===== src/rtl/i2c_bus_condition_gen_pkg.sv =====
// Shared encodings for the I2C bus-condition sequencer: commands, condition
// states and the (scl, sda) line levels each state drives.
package i2c_pkg;

    localparam logic [1:0] CMD_START  = 2'd1;
    localparam logic [1:0] CMD_RSTART = 2'd2;
    localparam logic [1:0] CMD_STOP   = 2'd3;

    typedef enum logic [3:0] {
        S_IDLE,
        S_ST_SETUP,
        S_ST_HOLD,
        S_ST_LOW,
        S_OWNED,
        S_RS_SDA,
        S_RS_SCL,
        S_SP_SDA,
        S_SP_SCL,
        S_SP_REL
    } cond_state_e;

    // Line pairs packed as {scl, sda}; 1 releases the open-drain line.
    localparam logic [1:0] k_lines_rel    = 2'b11;
    localparam logic [1:0] k_lines_low    = 2'b00;
    localparam logic [1:0] k_lines_scl_hi = 2'b10;
    localparam logic [1:0] k_lines_sda_hi = 2'b01;

    function automatic logic [1:0] state_lines(input cond_state_e s);
        logic [1:0] lines;
        lines = k_lines_rel;
        case (s)
            S_IDLE:     lines = k_lines_rel;
            S_ST_SETUP: lines = k_lines_rel;
            S_ST_HOLD:  lines = k_lines_scl_hi;
            S_ST_LOW:   lines = k_lines_low;
            S_OWNED:    lines = k_lines_low;
            S_RS_SDA:   lines = k_lines_sda_hi;
            S_RS_SCL:   lines = k_lines_rel;
            S_SP_SDA:   lines = k_lines_low;
            S_SP_SCL:   lines = k_lines_scl_hi;
            S_SP_REL:   lines = k_lines_rel;
            default:    lines = k_lines_rel;
        endcase
        return lines;
    endfunction

endpackage


===== src/rtl/i2c_bus_condition_gen_sync2.sv =====
// Two-flop synchroniser for asynchronous pad readback; resets to the
// released (high) level so an idle bus reads as free straight out of reset.
module i2c_sync2 (
    input  logic clk,
    input  logic rst_n,
    input  logic d,
    output logic q
);

    logic meta_q, meta_d;
    logic sync_q, sync_d;

    always_comb begin
        meta_d = d;
        sync_d = meta_q;
    end

    always_ff @(posedge clk or negedge rst_n) begin
        if (!rst_n) begin
            meta_q <= 1'b1;
            sync_q <= 1'b1;
        end else begin
            meta_q <= meta_d;
            sync_q <= sync_d;
        end
    end

    assign q = sync_q;

endmodule


===== src/rtl/i2c_bus_condition_gen.sv =====
// I2C START / repeated START / STOP sequencer driving open-drain SCL/SDA,
// with per-phase divisor timing, clock-stretch hold and arbitration checks.
module i2c_bus_condition_gen
    import i2c_pkg::*;
#(
    parameter int CTR_WIDTH = 16
) (
    input  logic                 clk,
    input  logic                 rst_n,
    input  logic [CTR_WIDTH-1:0] dbl_clock_divisor,
    input  logic                 cmd_valid,
    input  logic [1:0]           cmd,
    output logic                 cmd_ready,
    output logic                 done,
    output logic                 cmd_err,
    output logic                 arb_lost,
    output logic                 bus_owned,
    input  logic                 scl_in,
    input  logic                 sda_in,
    output logic                 scl_out,
    output logic                 sda_out
);

    cond_state_e state_q, state_d;
    cond_state_e first_state;

    logic [CTR_WIDTH-1:0] cnt_q, cnt_d;
    logic [CTR_WIDTH-1:0] div_q, div_d;

    logic scl_out_q, scl_out_d;
    logic sda_out_q, sda_out_d;
    logic cmd_ready_q, cmd_ready_d;
    logic done_q, done_d;
    logic cmd_err_q, cmd_err_d;
    logic arb_lost_q, arb_lost_d;
    logic bus_owned_q, bus_owned_d;

    logic scl_sync, sda_sync;
    logic phase_end, stretch_hold, reject;

    i2c_sync2 u_sync_scl (
        .clk   (clk),
        .rst_n (rst_n),
        .d     (scl_in),
        .q     (scl_sync)
    );

    i2c_sync2 u_sync_sda (
        .clk   (clk),
        .rst_n (rst_n),
        .d     (sda_in),
        .q     (sda_sync)
    );

    always_comb begin
        state_d     = state_q;
        cnt_d       = cnt_q;
        div_d       = div_q;
        cmd_ready_d = cmd_ready_q;
        bus_owned_d = bus_owned_q;
        done_d      = 1'b0;
        cmd_err_d   = 1'b0;
        arb_lost_d  = 1'b0;
        first_state = S_IDLE;
        reject      = 1'b0;

        phase_end    = (cnt_q == div_q);
        // A slave holding SCL low freezes the phase that waits for SCL high.
        stretch_hold = ((state_q == S_RS_SCL) || (state_q == S_SP_SCL)) && !scl_sync;

        case (state_q)
            S_IDLE, S_OWNED: begin
                if (cmd_valid && cmd_ready_q) begin
                    case (cmd)
                        CMD_START: begin
                            first_state = bus_owned_q ? S_RS_SDA : S_ST_SETUP;
                        end
                        CMD_RSTART: begin
                            if (bus_owned_q) first_state = S_RS_SDA;
                            else             reject      = 1'b1;
                        end
                        CMD_STOP: begin
                            if (bus_owned_q) first_state = S_SP_SDA;
                            else             reject      = 1'b1;
                        end
                        default: reject = 1'b1;
                    endcase

                    if (reject) begin
                        cmd_err_d = 1'b1;
                    end else begin
                        state_d     = first_state;
                        cnt_d       = '0;
                        div_d       = dbl_clock_divisor;
                        cmd_ready_d = 1'b0;
                    end
                end
            end

            default: begin
                if (stretch_hold) begin
                    cnt_d = '0;
                end else if (!phase_end) begin
                    cnt_d = cnt_q + CTR_WIDTH'(1);
                end else begin
                    cnt_d = '0;
                    case (state_q)
                        S_ST_SETUP: begin
                            // Another master pulled SDA low while we wanted it high.
                            if (!sda_sync) begin
                                state_d     = S_IDLE;
                                arb_lost_d  = 1'b1;
                                bus_owned_d = 1'b0;
                                cmd_ready_d = 1'b1;
                            end else begin
                                state_d = S_ST_HOLD;
                            end
                        end
                        S_ST_HOLD: state_d = S_ST_LOW;
                        S_ST_LOW: begin
                            state_d     = S_OWNED;
                            done_d      = 1'b1;
                            bus_owned_d = 1'b1;
                            cmd_ready_d = 1'b1;
                        end
                        S_RS_SDA: state_d = S_RS_SCL;
                        S_RS_SCL: state_d = S_ST_HOLD;
                        S_SP_SDA: state_d = S_SP_SCL;
                        S_SP_SCL: state_d = S_SP_REL;
                        S_SP_REL: begin
                            state_d     = S_IDLE;
                            bus_owned_d = 1'b0;
                            cmd_ready_d = 1'b1;
                            if (!sda_sync) arb_lost_d = 1'b1;
                            else           done_d     = 1'b1;
                        end
                        default: begin
                            state_d     = S_IDLE;
                            bus_owned_d = 1'b0;
                            cmd_ready_d = 1'b1;
                        end
                    endcase
                end
            end
        endcase

        {scl_out_d, sda_out_d} = state_lines(state_d);
    end

    always_ff @(posedge clk or negedge rst_n) begin
        if (!rst_n) begin
            state_q     <= S_IDLE;
            cnt_q       <= '0;
            div_q       <= '0;
            scl_out_q   <= 1'b1;
            sda_out_q   <= 1'b1;
            cmd_ready_q <= 1'b1;
            done_q      <= 1'b0;
            cmd_err_q   <= 1'b0;
            arb_lost_q  <= 1'b0;
            bus_owned_q <= 1'b0;
        end else begin
            state_q     <= state_d;
            cnt_q       <= cnt_d;
            div_q       <= div_d;
            scl_out_q   <= scl_out_d;
            sda_out_q   <= sda_out_d;
            cmd_ready_q <= cmd_ready_d;
            done_q      <= done_d;
            cmd_err_q   <= cmd_err_d;
            arb_lost_q  <= arb_lost_d;
            bus_owned_q <= bus_owned_d;
        end
    end

    assign scl_out   = scl_out_q;
    assign sda_out   = sda_out_q;
    assign cmd_ready = cmd_ready_q;
    assign done      = done_q;
    assign cmd_err   = cmd_err_q;
    assign arb_lost  = arb_lost_q;
    assign bus_owned = bus_owned_q;

endmodule


===== config.mk =====
export PLATFORM = sky130hd
export DESIGN_NAME = i2c_bus_condition_gen
export DESIGN_NICKNAME = d
export VERILOG_FILES = /design/src/rtl/i2c_bus_condition_gen_pkg.sv /design/src/rtl/i2c_bus_condition_gen_sync2.sv /design/src/rtl/i2c_bus_condition_gen.sv
export SDC_FILE = /design/constraint.sdc
export NUM_CORES = 1
export LEC_CHECK = 0
export CORE_MARGIN = 2
export CORE_UTILIZATION = 45
export CTS_CLUSTER_SIZE = 12
export DETAILED_ROUTE_END_ITERATION = 10
export PLACE_DENSITY_LB_ADDON = 0.12
export SYNTH_ARGS = -nofsm -noshare
export SYNTH_HDL_FRONTEND = slang
export SYNTH_SLANG_ARGS = --single-unit

===== constraint.sdc =====
create_clock -name clk -period 2 [get_ports clk]
set_input_delay 0.4 -clock clk [delete_from_list [all_inputs] [get_ports clk]]
set_output_delay 0.4 -clock clk [all_outputs]
set_load 0.01 [all_outputs]

==> summary.md <==
| Metric | Value |
|---|---|
| Status | `finished clean` |
| Sink Count | `47` |
| Total stage count of the critical path | `7` |
| Critical path required time | `between 2 and 2.5 ns` |
| Hold slack | `0.07064 ns` |
| DP Wirelength | `3497 µm` |
| P_leak | `1.521 nW` |
| Post-route antenna net violation count | `0` |
| CTS tree | `built` |
| Crit share post-route | `0.9884` |
| Final Setup Violations | `0` |
| Compound-gate portion of the synthesized area | `0.09890` |
| CP Capture Point | `sda_out` |
| VDD IR max | `0.4288 mV` |
| Crit-path max cell delay | `0.39 ns` |
| Avg Synthesized Cell Area | `10.72 µm²` |
| Clk Latency, worst-skew pair | `0.30 ns` |
| Slowest cell on crit path | `dfrtp_1` |
| Die width | `76.90 µm` |
| Gate Count Post-Synth | `around 220` |
| Post-Synth XOR/XNOR Area | `0.09890` |
| Syn_nets | `between 200 and 250` |
| Post-Synth Adder-Cell Area | `0.005233` |
| CP Launch Point | `div_q[14]` |
| H-Tree Level Count | `2` |
| Full die area | `5913 µm²` |
| First-pass DRT Iterations | `4` |
| Async set or reset register ratio after synthesis | `1.000` |
| Core ar. | `between 5000 and 6000 µm²` |
| CP Class | `reg2reg` |
| Vias per inst | `around 5.1` |
| Row count | `26` |
| #FFs+latches synth | `47` |
| WL/cell | `~13 µm` |
| Achievable clock frequency | `about 0.51 GHz` |
| R2R depth | `7` |
| Port bufs | `29` |
| Mux share of post-synthesis cell area | `0.09262` |
| Share of the synthesized area in the top cell type | `0.4186` |
| RR Startpoint | `div_q[14]` |
| Via count | `1,836` |
| CP Cell Sequence | `xor2_1 -> nor4_4 -> nand4_1 -> o21ai_2 -> and2_4 -> mux2i_1 -> a22oi_1` |
| Final-report hold violation count | `0` |
| Post-synth EDFFs | `0` |
| Ys flop type | `dfrtp_1` |
| Distinct cell type count after synthesis | `between 40 and 50` |
| Global-route usage over all layers | `0.1714` |
| First-pass GRT wire length | `8066 µm` |
| Final Core Density | `0.6171` |
| Synth cell count leaders | `dfrtp_1 (40), xor2_1 (24), nor2_1 (21)` |
| Critical path arrival | `~2.2 ns` |
| Ports | `30` |
| Final Slew Violations | `0` |
| Rel. slew slack | `0.7516` |
| Yosys warns | `0` |
| Initial core utilization | `0.4682` |
| Final nets | `311` |
| Initial antenna violation count | `0` |
| Fillers | `around 460` |
| Most numerous cell in the Yosys netlist | `dfrtp_1` |
| RSZ-0062 raised after global routing | `true` |
| Largest family of logic cells by synthesized area | `simple AND/OR/NAND/NOR gates` |
| Buf/Inv on CP | `0` |
| Largest net degree at the start of global routing | `between 40 and 50` |
| Worst Clk Skew | `about 0.0095 ns` |
| Gpl congestion | `a little under 0.9` |
| Startpoint type of the worst setup path | `flop` |
| R2r endpoint | `sda_out` |
| Max-Cap Viols | `0` |
| Worst R2R Setup Slack | `0.02 ns` |
| Die height | `76.90 µm` |
| CTS buffer count | `5` |
| Ratio of cells with drive above 1 in the final layout | `0.2882` |
| Synthesis-to-layout area growth | `31.82%` |
| Post-CTS Hold Fix Bufs | `0` |
| Sequential area share after synthesis | `0.4956` |
| CP Max Fanout | `4` |
| Grt ovf | `0` |
| CTS root buf | `clkbuf_8` |
| Top delay family on crit path | `simple AND/OR/NAND/NOR gates` |
| CTS clk-pin slew, worst paths | `about 0.090 ns` |
| Cell area power density | `between 500 and 600 nW/µm²` |
| Main area contributors after synthesis | `dfrtp_1 (42%), xor2_1 (8.8%), dfstp_2 (7.7%)` |
| Simple-Gate Fraction of Synth Area | `0.1837` |
| DRC | `0` |
| Min Tclk post-route | `a little under 2 ns` |
| Detailed Route WL | `around 4800 µm` |
| Area of the mapped netlist | `about 2400 µm²` |
| 1st-iter DRT viols | `about 160` |
| Class of the worst hold path | `in2async` |
| Vias in the first global route | `around 1,700` |
| Synth area leader | `dfrtp_1` |
| Element type at the critical path end | `flop` |
| CTS Buffer Depth | `2` |
| Worst-Margin Slew | `roughly 0.37 ns` |
| Antenna Cells | `0` |
[per-layer routing]
layer / vias to the layer above / routed length (µm) / track usage
li1: 917 / - / -
met1: 877 / 2266 / 0.2378
met2: 36 / 2270 / 0.2693
met3: 6 / 165 / 0.03882
met4: 0 / 56 / 0.04909
met5: - / 0 / 0
[sequential cells by signal, indices dropped and copies added, names as in the netlist]
register / cells
done: 1
u_sync_scl.meta_q: 1
sda_out: 1
cmd_err: 1
state_q: 4
scl_out: 1
div_q: 16
cmd_ready: 1
bus_owned: 1
u_sync_sda.meta_q: 1
u_sync_sda.q: 1
cnt_q: 16
u_sync_scl.q: 1
arb_lost: 1
[final cells by class]
| class | count | area, µm² | area share |
|---|---|---|---|
| Clock buffer | 7 | 86.33 | 0.02739 |
| Clock inverter | 1 | 5.005 | 0.001588 |
| Inverter | 8 | 30.03 | 0.009528 |
| Multi-Input combinational cell | 162 | 1180 | 0.3744 |
| Sequential cell | 47 | 1185 | 0.3759 |
| Tap cell | 70 | 87.58 | 0.02779 |
| Timing Repair Buffer | 63 | 578.1 | 0.1834 |
[worst min path at each step]
stage / cells after the start / endpoint / startpoint
after global placement: 0 / u_sync_sda.q / u_sync_sda.meta_q
final: 2 / div_q[3] / rst_n
after CTS: 2 / div_q[0] / rst_n
after detailed placement: 0 / u_sync_scl.q / u_sync_scl.meta_q
after floorplan: 0 / arb_lost / rst_n
after global routing: 2 / div_q[0] / rst_n
[cells by family after synthesis]
kind of cell / count (synthesis)
compound gates: 37
buf+inv: 14
fa+ha+maj: 1
mux: 20
simple gates: 77
flops: 47
xor+xnor: 27
[timing repair]
| action | CTS | global route |
|---|---|---|
| setup buffers | 2 | 2 |
| endpoints found under the setup margin | 1 | 15 |
| gates resized for setup | 1 | 5 |
| pin swaps | 6 | 5 |
[per-stage QoR]
stage / instance area [µm²] / std cells / worst slack, ns / setup TNS [ns] / total power, W
after global placement: 2997 / 346 / -0.07850 / -0.3820 / 0.001055
final: 3152 / 358 / 0.02318 / 0 / 0.001616
after floorplan: 2391 / 223 / 0.1876 / 0 / 0.0009827
after CTS: 3107 / 356 / -0.008430 / -0.008430 / 0.001644
after global routing: 3152 / 358 / -0.1516 / -0.3699 / 0.001689
after detailed placement: 2997 / 346 / -0.09121 / -0.4467 / 0.001056
[placed cells by master (no fill, tap or decap), types with 2 or more instances in the layout]
master | synthesis | layout
o21ai_1 | 4 | 3
buf_4 | 1 | 31
inv_1 | 7 | 7
a31oi_1 | 3 | 3
nor2_2 | 2 | 2
nor2b_1 | 2 | 2
nand2_1 | 14 | 14
nor2_1 | 21 | 21
nand3_1 | 8 | 8
nand2b_1 | 2 | 2
nand4_1 | 2 | 2
a21oi_1 | 8 | 7
mux2_2 | 16 | 16
nor4_4 | 2 | 3
xnor2_1 | 3 | 3
mux2i_1 | 3 | 3
nor4_1 | 3 | 3
xor2_1 | 24 | 23
clkdlybuf4s50_1 | 0 | 28
o21ai_0 | 10 | 10
dfstp_2 | 7 | 7
buf_12 | 0 | 3
dfrtp_1 | 40 | 40
and3_1 | 7 | 7
nor3_1 | 5 | 5
clkbuf_8 | 0 | 6
[worst register-to-register path, cell delays in order (launching register included)]
cell and delay, ns:
dfrtp_1 0.39, xor2_1 0.19, nor4_4 0.36, nand4_1 0.25, o21ai_2 0.28, and2_4 0.18
mux2i_1 0.06, a22oi_1 0.19
[report_power, final]
group          switching (W)  internal (W)
clock network       0.000301      0.000279
registers         0.00000253      0.000957
logic              0.0000291     0.0000471
Note: power is estimated with default switching activity, not from simulation.
==> patch (same flow settings) <==
Reset style: synchronous (`rst_n`), changed in 2 clocked blocks. Comments in the files are not updated.
--- a/src/rtl/i2c_bus_condition_gen_sync2.sv
+++ b/src/rtl/i2c_bus_condition_gen_sync2.sv
@@ -17,3 +17,3 @@
 
-    always_ff @(posedge clk or negedge rst_n) begin
+    always_ff @(posedge clk) begin
         if (!rst_n) begin
--- a/src/rtl/i2c_bus_condition_gen.sv
+++ b/src/rtl/i2c_bus_condition_gen.sv
@@ -149,3 +149,3 @@
 
-    always_ff @(posedge clk or negedge rst_n) begin
+    always_ff @(posedge clk) begin
         if (!rst_n) begin
Function: differs if rst_n is asserted again (counterexample within 4 cycles, from zero or initial values and one cycle with rst_n low); with rst_n held inactive, the same outputs for 10 cycles.
==> patch against the unedited design <==
The flow now finishes with violations (negative setup slack). Maximum frequency fell by 6.2%. Utilization rose by 6.0 points. Critical path depth rose by 1. Wire length rose by 29%. Sequential cell count did not move. Area after synthesis fell by 1.4%. Worst setup slack got worse by 0.13 ns. Design area rose by 9.1%. Synthesized cell count rose by 23%. Largest cell class is now multi-input gates. Highest routed layer unchanged.
Power is not compared: it rests on default switching activity, and its combinational part moved more than twofold at a synthesized area within 25%.
==> patch: results (changes against the unedited design) <==
status finished with violations (was finished clean); failing checks negative setup slack; vias in the first global route 2099 (was 1708); Reg clk slew, reported paths 0.09 ns (about the same); Yosys warnings 0 (unchanged); DP Wirelength 4.25 mm (was 3.50 mm); cells on worst reg2reg path 8 (was 7); antenna violations before repair 0 (unchanged); Commonest cells post-synth nor2_1, dfxtp_1, mux2i_1 (was dfrtp_1, xor2_1, nor2_1); drt pass-1 iters 4 (unchanged); final WL 6.14 mm (was 4.76 mm); I/O Buffers 29 (unchanged); CP Capture Point sda_out (unchanged); share of layout cells above drive strength 1 32.5% (was 28.8%); worst-skew pair later-pin latency 0.30 ns (about the same); Data arrival, critical path 2.32 ns (was 2.18 ns); largest buffer count on any clock path 2 (unchanged); VDD IR max roughly 0.52 mV; Root Buffer clkbuf_8 (unchanged); Unique masters post-synth 52 (was 48); largest net degree at the start of global routing 36 (was 48); # nets final 383 (was 311); diode count 0 (unchanged); ranking of synthesized cells by area dfxtp_1, mux2i_1, nor2_1 (was dfrtp_1, xor2_1, dfstp_2); endpoints failing setup 5 (was 0); GRT Total Usage 21.5% (was 17.1%); post-synthesis async set-or-reset flop share 0% (was 100%); post-synthesis sequential area ratio 39.9% (was 49.6%); crit path max fanout 6 (was 4); DRT iter0 DRCs 163 (was 155); Crit. Startpoint cnt_q[7] (was div_q[14]); first-pass GRT wire length 10.1 mm (was 8.07 mm); net count after synthesis 298 (was 247); H-tree depth 2 (unchanged); Num CTS Buffers 5 (unchanged); Worst-Margin Slew 0.653 ns (was 0.371 ns); biggest regs cnt_q (16), div_q (16), state_q (4) (unchanged); vias per cell 5.29 (was 5.13); most used flip-flop cell after synthesis dfxtp_1 (was dfrtp_1); clock skew 0.00505 ns (was 0.00948 ns); worst min path class register to register (was input port to async pin); Leak 1.32 nW; Setup WS post-layout -0.107 ns (was 0.0232 ns); RD Place Congestion 0.858 (was 0.874)
## patch: critical path, cell delays in order, from the launching register on
cell and delay [ns]:
dfxtp_2 0.34, xnor2_2 0.17, nand4_1 0.22, nor4_4 0.35, buf_6 0.18, and2b_1 0.14, a2bb2oi_2 0.21, and4b_1 0.23
a311oi_2 0.18
## patch: layout make-up
class                           instances  area, sq um
Timing Repair Buffer                   93          783
Clock inverter                          1         5.00
Sequential cell                        47          956
Clock buffer                            7         76.3
Fill cell                             433         1640
Tap cell                               70         87.6
Inverter                                3         11.3
Multi-Input combinational cell        209         1520
## patch: kinds of logic (layout without fill, tap and decap cells)
family,after synthesis,in the layout,synth area share (%)
buffers and inverters,19,104,4.19
adder cells (fa/ha/maj),1,1,0.530
AO/OA/AOI/OAI,50,50,13.8
multiplexers,22,22,9.44
XOR/XNOR,16,16,5.94
AND/OR/NAND/NOR,119,120,26.2
flip-flops,47,47,39.9
## patch: power breakdown
group          leakage [nW]  internal, W  switching, W  total [W]
Combinational         0.886      0.00107      0.000972    0.00204
Sequential            0.388      0.00102     0.0000600    0.00108
Clock                0.0422     0.000246      0.000317   0.000563
Total                  1.32      0.00233       0.00135    0.00368
## patch: worst min-delay path by stage
stage / from / end / slack (ns) / cells past startpoint
2_1_floorplan: u_sync_scl.meta_q / u_sync_scl.q / 0.39 / 1
3_3_place_gp: u_sync_sda.meta_q / u_sync_sda.q / 0.39 / 1
6_report: u_sync_scl.meta_q / u_sync_scl.q / 0.41 / 1
4_1_cts: u_sync_scl.meta_q / u_sync_scl.q / 0.41 / 1
3_5_place_dp: u_sync_scl.meta_q / u_sync_scl.q / 0.40 / 1
5_1_grt: u_sync_scl.meta_q / u_sync_scl.q / 0.44 / 1
## patch: routing by layer
metal	GRT usage, %	routed length, um	vias to the layer above
met5	0	0	-
met4	6.18	75	0
met3	4.38	254	9
met2	35.5	2930	56
met1	28.6	2880	1073
li1	-	-	1138
## patch: per-stage QoR
| step | cell area [sq um] | total power, W | TNS, ns | setup WS (ns) | std cells |
|---|---|---|---|---|---|
| 2_1_floorplan | 2380 | 0.00202 | -0.183 | -0.153 | 274 |
| 3_3_place_gp | 3130 | 0.00265 | -4.20 | -0.422 | 418 |
| 3_5_place_dp | 3130 | 0.00267 | -6.02 | -0.493 | 418 |
| 4_1_cts | 3310 | 0.00343 | -0.164 | -0.0670 | 428 |
| 5_1_grt | 3440 | 0.00390 | -1.00 | -0.238 | 430 |
| 6_report | 3440 | 0.00368 | -0.216 | -0.107 | 430 |
## patch: what timing repair did
| action | CTS | global route |
|---|---|---|
| setup buffers | 3 | 2 |
| gates resized for setup | 20 | 37 |
| pin swaps | 11 | 8 |
| endpoints found under the setup margin | 12 | 18 |
| cloned | 0 | 1 |
